$ cat src/rtl/int_ctrl.sv
// ----------------------------------------------------------------------------
// int_ctrl : interrupt receiver and coprocessor-0 register file.
//
// Hardware interrupt lines from the timers and the external pin are sampled
// into Cause.IP, masked by SR.IM and gated by SR.IE / SR.EXL to form a single
// interrupt request to the pipeline. Exception entry saves the victim PC into
// EPC and sets EXL; eret clears EXL. SR, Cause, EPC and PRId are accessible
// through the coprocessor move-to / move-from port.
//
// Parameters:
//   PRID      constant read back from register 15 (PRId)
//   IM_RESET  reset value of SR.IM[15:10]
//
// Optional feature (compile-time macro INT_CTRL_EDGE_LATCH_EN):
//   defined   - IP[12] (external pin) is a sticky edge latch, cleared by a
//               move-to Cause with wd[12] = 0; a set in the same cycle wins.
//   undefined - IP[12] follows the synchronized pin level; Cause writes are
//               ignored.
//
// Ports:
//   clk      in   system clock, rising-edge
//   reset    in   asynchronous active-low reset
//   hw_int   in   [5:0] interrupt lines {3'b0, ext pin, timer1, timer0}
//                 bit 2 is asynchronous and is synchronized here
//   sel      in   [4:0] register number: 12 SR, 13 Cause, 14 EPC, 15 PRId
//   we       in   move-to write strobe
//   wd       in   [31:0] move-to write data
//   rd       out  [31:0] move-from read data (combinational)
//   exl_set  in   exception entry this cycle
//   epc_in   in   [31:0] victim PC captured on exl_set
//   bd_in    in   victim sits in a branch delay slot
//   exl_clr  in   eret retiring this cycle
//   int_req  out  interrupt request to the pipeline
//   epc_out  out  [31:0] current EPC (eret target)
// ----------------------------------------------------------------------------
module int_ctrl #(
  parameter logic [31:0] PRID     = 32'h0C07_0001,
  parameter logic [5:0]  IM_RESET = 6'h00
) (
  input  logic        clk,
  input  logic        reset,
  input  logic [5:0]  hw_int,
  input  logic [4:0]  sel,
  input  logic        we,
  input  logic [31:0] wd,
  output logic [31:0] rd,
  input  logic        exl_set,
  input  logic [31:0] epc_in,
  input  logic        bd_in,
  input  logic        exl_clr,
  output logic        int_req,
  output logic [31:0] epc_out
);

  localparam logic [4:0] SEL_SR    = 5'd12;
  localparam logic [4:0] SEL_CAUSE = 5'd13;
  localparam logic [4:0] SEL_EPC   = 5'd14;
  localparam logic [4:0] SEL_PRID  = 5'd15;

  // External pin synchronizer
  logic        sync1_r;
  logic        sync2_r;
`ifdef INT_CTRL_EDGE_LATCH_EN
  logic        sync3_r;
  logic        pin_rise_s;
  logic        cause_clr_s;
`endif

  // Architectural state
  logic [5:0]  im_r;
  logic        exl_r;
  logic        ie_r;
  logic [5:0]  ip_r;
  logic        bd_r;
  logic [4:0]  exc_code_r;
  logic [29:0] epc_r;

  // Next-state values
  logic [5:0]  im_next_s;
  logic        exl_next_s;
  logic        ie_next_s;
  logic [5:0]  ip_next_s;
  logic        bd_next_s;
  logic [4:0]  exc_code_next_s;
  logic [29:0] epc_next_s;

  logic        sr_we_s;
  logic        epc_we_s;

  // The low PC bits are always discarded; the word-aligned EPC keeps [31:2].
  logic        epc_in_unused_s;
  assign epc_in_unused_s = ^epc_in[1:0];

  assign sr_we_s  = we && (sel == SEL_SR);
  assign epc_we_s = we && (sel == SEL_EPC);

  // Two-flop synchronizer for the asynchronous external pin
  always_ff @(posedge clk or negedge reset) begin
    if (!reset) begin
      sync1_r <= 1'b0;
      sync2_r <= 1'b0;
    end else begin
      sync1_r <= hw_int[2];
      sync2_r <= sync1_r;
    end
  end

`ifdef INT_CTRL_EDGE_LATCH_EN
  // Delayed copy of the synchronized pin for rising-edge detection
  always_ff @(posedge clk or negedge reset) begin
    if (!reset) begin
      sync3_r <= 1'b0;
    end else begin
      sync3_r <= sync2_r;
    end
  end

  assign pin_rise_s  = sync2_r & ~sync3_r;
  assign cause_clr_s = we && (sel == SEL_CAUSE) && !wd[12];
`endif

  // Pending-interrupt sampling
  always_comb begin
    ip_next_s = {hw_int[5:3], sync2_r, hw_int[1:0]};
`ifdef INT_CTRL_EDGE_LATCH_EN
    // Sticky external-pin bit: a new edge beats a simultaneous clear.
    if (pin_rise_s) begin
      ip_next_s[2] = 1'b1;
    end else if (cause_clr_s) begin
      ip_next_s[2] = 1'b0;
    end else begin
      ip_next_s[2] = ip_r[2];
    end
`endif
  end

  // SR next state: IM/IE follow a move-to; EXL priority is set > clr > write
  always_comb begin
    im_next_s  = im_r;
    ie_next_s  = ie_r;
    exl_next_s = exl_r;
    if (sr_we_s) begin
      im_next_s = wd[15:10];
      ie_next_s = wd[0];
    end else begin
      im_next_s = im_r;
      ie_next_s = ie_r;
    end
    if (exl_set) begin
      exl_next_s = 1'b1;
    end else if (exl_clr) begin
      exl_next_s = 1'b0;
    end else if (sr_we_s) begin
      exl_next_s = wd[1];
    end else begin
      exl_next_s = exl_r;
    end
  end

  // EPC / BD / ExcCode next state: exception entry beats a move-to EPC
  always_comb begin
    epc_next_s      = epc_r;
    bd_next_s       = bd_r;
    exc_code_next_s = exc_code_r;
    if (exl_set) begin
      epc_next_s      = epc_in[31:2];
      bd_next_s       = bd_in;
      exc_code_next_s = 5'd0;
    end else if (epc_we_s) begin
      epc_next_s      = wd[31:2];
    end else begin
      epc_next_s      = epc_r;
    end
  end

  // Architectural register update
  always_ff @(posedge clk or negedge reset) begin
    if (!reset) begin
      im_r       <= IM_RESET;
      exl_r      <= 1'b0;
      ie_r       <= 1'b0;
      ip_r       <= 6'h00;
      bd_r       <= 1'b0;
      exc_code_r <= 5'd0;
      epc_r      <= 30'd0;
    end else begin
      im_r       <= im_next_s;
      exl_r      <= exl_next_s;
      ie_r       <= ie_next_s;
      ip_r       <= ip_next_s;
      bd_r       <= bd_next_s;
      exc_code_r <= exc_code_next_s;
      epc_r      <= epc_next_s;
    end
  end

  // Request is purely a function of registered state so reset kills it at once
  assign int_req = ie_r & ~exl_r & (|(ip_r & im_r));
  assign epc_out = {epc_r, 2'b00};

  // Move-from read mux
  always_comb begin
    rd = 32'h0000_0000;
    case (sel)
      SEL_SR:    rd = {16'h0000, im_r, 8'h00, exl_r, ie_r};
      SEL_CAUSE: rd = {bd_r, 15'h0000, ip_r, 3'b000, exc_code_r, 2'b00};
      SEL_EPC:   rd = {epc_r, 2'b00};
      SEL_PRID:  rd = PRID;
      default:   rd = 32'h0000_0000;
    endcase
  end

endmodule

$ cat config.mk
export PLATFORM = sky130hd
export DESIGN_NAME = int_ctrl
export DESIGN_NICKNAME = d
export VERILOG_FILES = /design/src/rtl/int_ctrl.sv
export SDC_FILE = /design/constraint.sdc
export NUM_CORES = 1
export LEC_CHECK = 0
export ABC_AREA = 1
export CAP_MARGIN = 0
export CELL_PAD_IN_SITES_DETAIL_PLACEMENT = 0
export CELL_PAD_IN_SITES_GLOBAL_PLACEMENT = 1
export CORE_ASPECT_RATIO = 0.7
export CORE_MARGIN = 2
export CORE_UTILIZATION = 30
export DETAILED_ROUTE_END_ITERATION = 10
export DONT_BUFFER_PORTS = 1
export PLACE_DENSITY_LB_ADDON = 0.1
export SETUP_SLACK_MARGIN = 0.3
export SYNTH_ARGS = -nofsm -noshare
export SYNTH_HDL_FRONTEND = slang
export SYNTH_SLANG_ARGS = --single-unit
$ cat constraint.sdc
create_clock -name clk -period 2.2 [get_ports clk]
set_input_delay 0.55 -clock clk [delete_from_list [all_inputs] [get_ports clk]]
set_output_delay 0.55 -clock clk [all_outputs]
set_load 0.03 [all_outputs]
==> metrics.txt <==
synth unique cells=19; share of cells above drive strength 1=0.228; max-cap viol count=0; largest family of logic cells by synthesized area=simple AND/OR/NAND/NOR gates; final WL=8.12 mm; Worst R2R Setup Slack=1360 ps; fill count=895; Mean Syn Cell Area=6.87 sq um; htree depth=2; drc violations=0; worst skew pair latency=280 ps; largest area contributor in the netlist=dfrtp_1; Critical path origin=sel[3]; Placer Congestion=0.710; initial antenna violation count=0; die outline width=115 um; HPWL Detailed=5.30 mm; Buffers on Ports=0; r2r worst-path depth=2; Hold Fails Final Rpt=0; core area=8410 sq um; starting density of the core=0.308; largest net degree at the start of global routing=48; outcome=complete, no violations; Hold Crit Class=in -> async; first-pass GRT wire length=11.7 mm; CP max stage delay=160 ps; Iteration-0 DRC Markers=132; clock sinks=47; Setup CP Type=in -> out; nets=485; share of the synthesized area in the top cell type=0.454; Required @ worst endpoint=1650 ps; adder-cell area share of the yosys netlist=0; CP Capture Type=primary output; mux contribution to synthesized area=0; Power Total=2.24 mW; Die Span Y=81.7 um; Longest Clk Path Bufs=2; IO Count=146; post-synthesis sequential area ratio=0.454; Slew Limit Fails=0; CP startpoint kind=input port; diode count=0; crit path DAT=1350 ps; vias in the first global route=2,293; DR pass1 iterations=4; row count=28; R2R Path End=epc_r[29]; final setup TNS=0 ps; cts bufs inserted=5; synth top area cells=dfrtp_1 (45%), nand2_1 (24%), nand3_1 (12%); slowest CP cell=nor2_4; CTS tree=done; RSZ-0062 raised after global routing=true; largest fanout on the critical path=8; Mapped Cells=377; Cell Area, Synth=2590 sq um; vias per inst=4.85; die area=9400 sq um; crit-path cells=nand2_8 > nor2_4 > buf_12 > buf_12 > clkbuf_16 > nand3_2 > nand3_4; Fin Clk Skew=0.191 ps; simple-gate area share of the yosys netlist=0.423; maximum vdd drop=0.000247 V; gr ovfl total=0; Clock Pin Slew Worst Setup and Hold Paths=60 ps; Synthesis Warnings=0; Final min period=1900 ps; Post-DRT Antenna Nets=0; xor/xnor cell area share of the yosys netlist=0; Vias=2,463; Synth Area in Compound Gates=0.0271; final worst-path cycle share=0.863; flops & latches, synth=47; Setup-failing EPs final=0; Achievable Freq=527 MHz; reg2reg start=epc_r[29]; cell area power density=652 nW/um^2; CP most frequent cell=buf_12; synthesis-to-layout area growth=32.8%; Root Driver=clkbuf_16; Tot GR Track Use=0.161; DR WL/cell=16.0 um; Static Leak=1.83 nW
==> synthesized netlist by cell type, drive strengths merged <==
master	instances
buf	23
clkbuf	1
conb	1
dfrtp	47
inv	31
nand2	166
nand3	66
nand4	1
nor2	26
nor3	1
o21ai	14
==> power breakdown <==
| part | switching [mW] | internal [mW] |
|---|---|---|
| Combinational | 0.216 | 0.134 |
| Clock | 0.309 | 0.409 |
| Sequential | 0.218 | 0.956 |
| Total | 0.742 | 1.50 |
==> cells by family after synthesis <==
| family | count (synthesis) |
|---|---|
| and+or+nand+nor | 260 |
| buffers and inverters | 55 |
| DFF | 47 |
| AOI/OAI and AO/OA | 14 |
| other | 1 |
==> placed cells by master, fill, tap and decap left out, drive strengths merged <==
master	instances
buf	40
clkbuf	9
conb	2
dfrtp	47
inv	31
nand2	166
nand3	66
nand4	1
nor2	26
nor3	1
o21ai	14
==> worst max-delay path by stage <==
| stage | cells after the start | slack (ps) | to |
|---|---|---|---|
| final | 7 | 300 | rd[13] |
| after global routing | 7 | 250 | rd[10] |
| after CTS | 6 | 270 | rd[0] |
| after detailed placement | 5 | 200 | rd[11] |
| after global placement | 5 | 210 | rd[11] |
| after floorplan | 5 | 250 | rd[21] |
==> flip-flops by register name, indices dropped and copies added (netlist names) <==
name     flops
bd_r         1
epc_r       30
exl_r        1
ie_r         1
im_r         6
ip_r         6
sync1_r      1
sync2_r      1
==> per-layer routing <==
metal / part of all wire / routed length (um) / GRT usage / up-vias
met5: 0 / 0 / 0 / -
met2: 0.43 / 3500 / 0.254 / 86
li1: - / - / - / 1220
met1: 0.49 / 3970 / 0.216 / 1149
met4: 0.0079 / 64 / 0.0373 / 0
met3: 0.072 / 585 / 0.0517 / 8
==> what timing repair did <==
action | CTS | global route
endpoints found under the setup margin | 27 | 28
cloned | 0 | 4
hold buffers | 1 | 0
buffers inserted | 2 | 4
hold endpoints to repair | 47 | 0
gates resized for setup | 10 | 40
pin swaps | 1 | 9
==> layout make-up <==
class | instances | area (sq um) | share of cell area
inverter | 31 | 116 | 0.0338
clock buffer | 6 | 129 | 0.0375
multi-input combinational | 276 | 1390 | 0.404
timing repair buffer | 43 | 495 | 0.144
tap | 105 | 131 | 0.0382
sequential | 47 | 1180 | 0.342
==> critical path: cells and delay by family <==
kind / cells / cell delay, ps
buffers and inverters: 3 / 370
and+or+nand+nor: 4 / 420
==> stage by stage <==
step	std cells	instance area (sq um)	setup WS (ps)	util	hold WS, ps
2_1_floorplan	378	2630	250	-	254
3_3_place_gp	491	2890	208	0.344	256
3_5_place_dp	491	2890	200	0.344	256
4_1_cts	500	3110	272	0.370	113
5_1_grt	508	3440	247	0.409	110
6_report	508	3440	302	0.409	94.7
No activity file was read; power rests on OpenSTA's default activity.
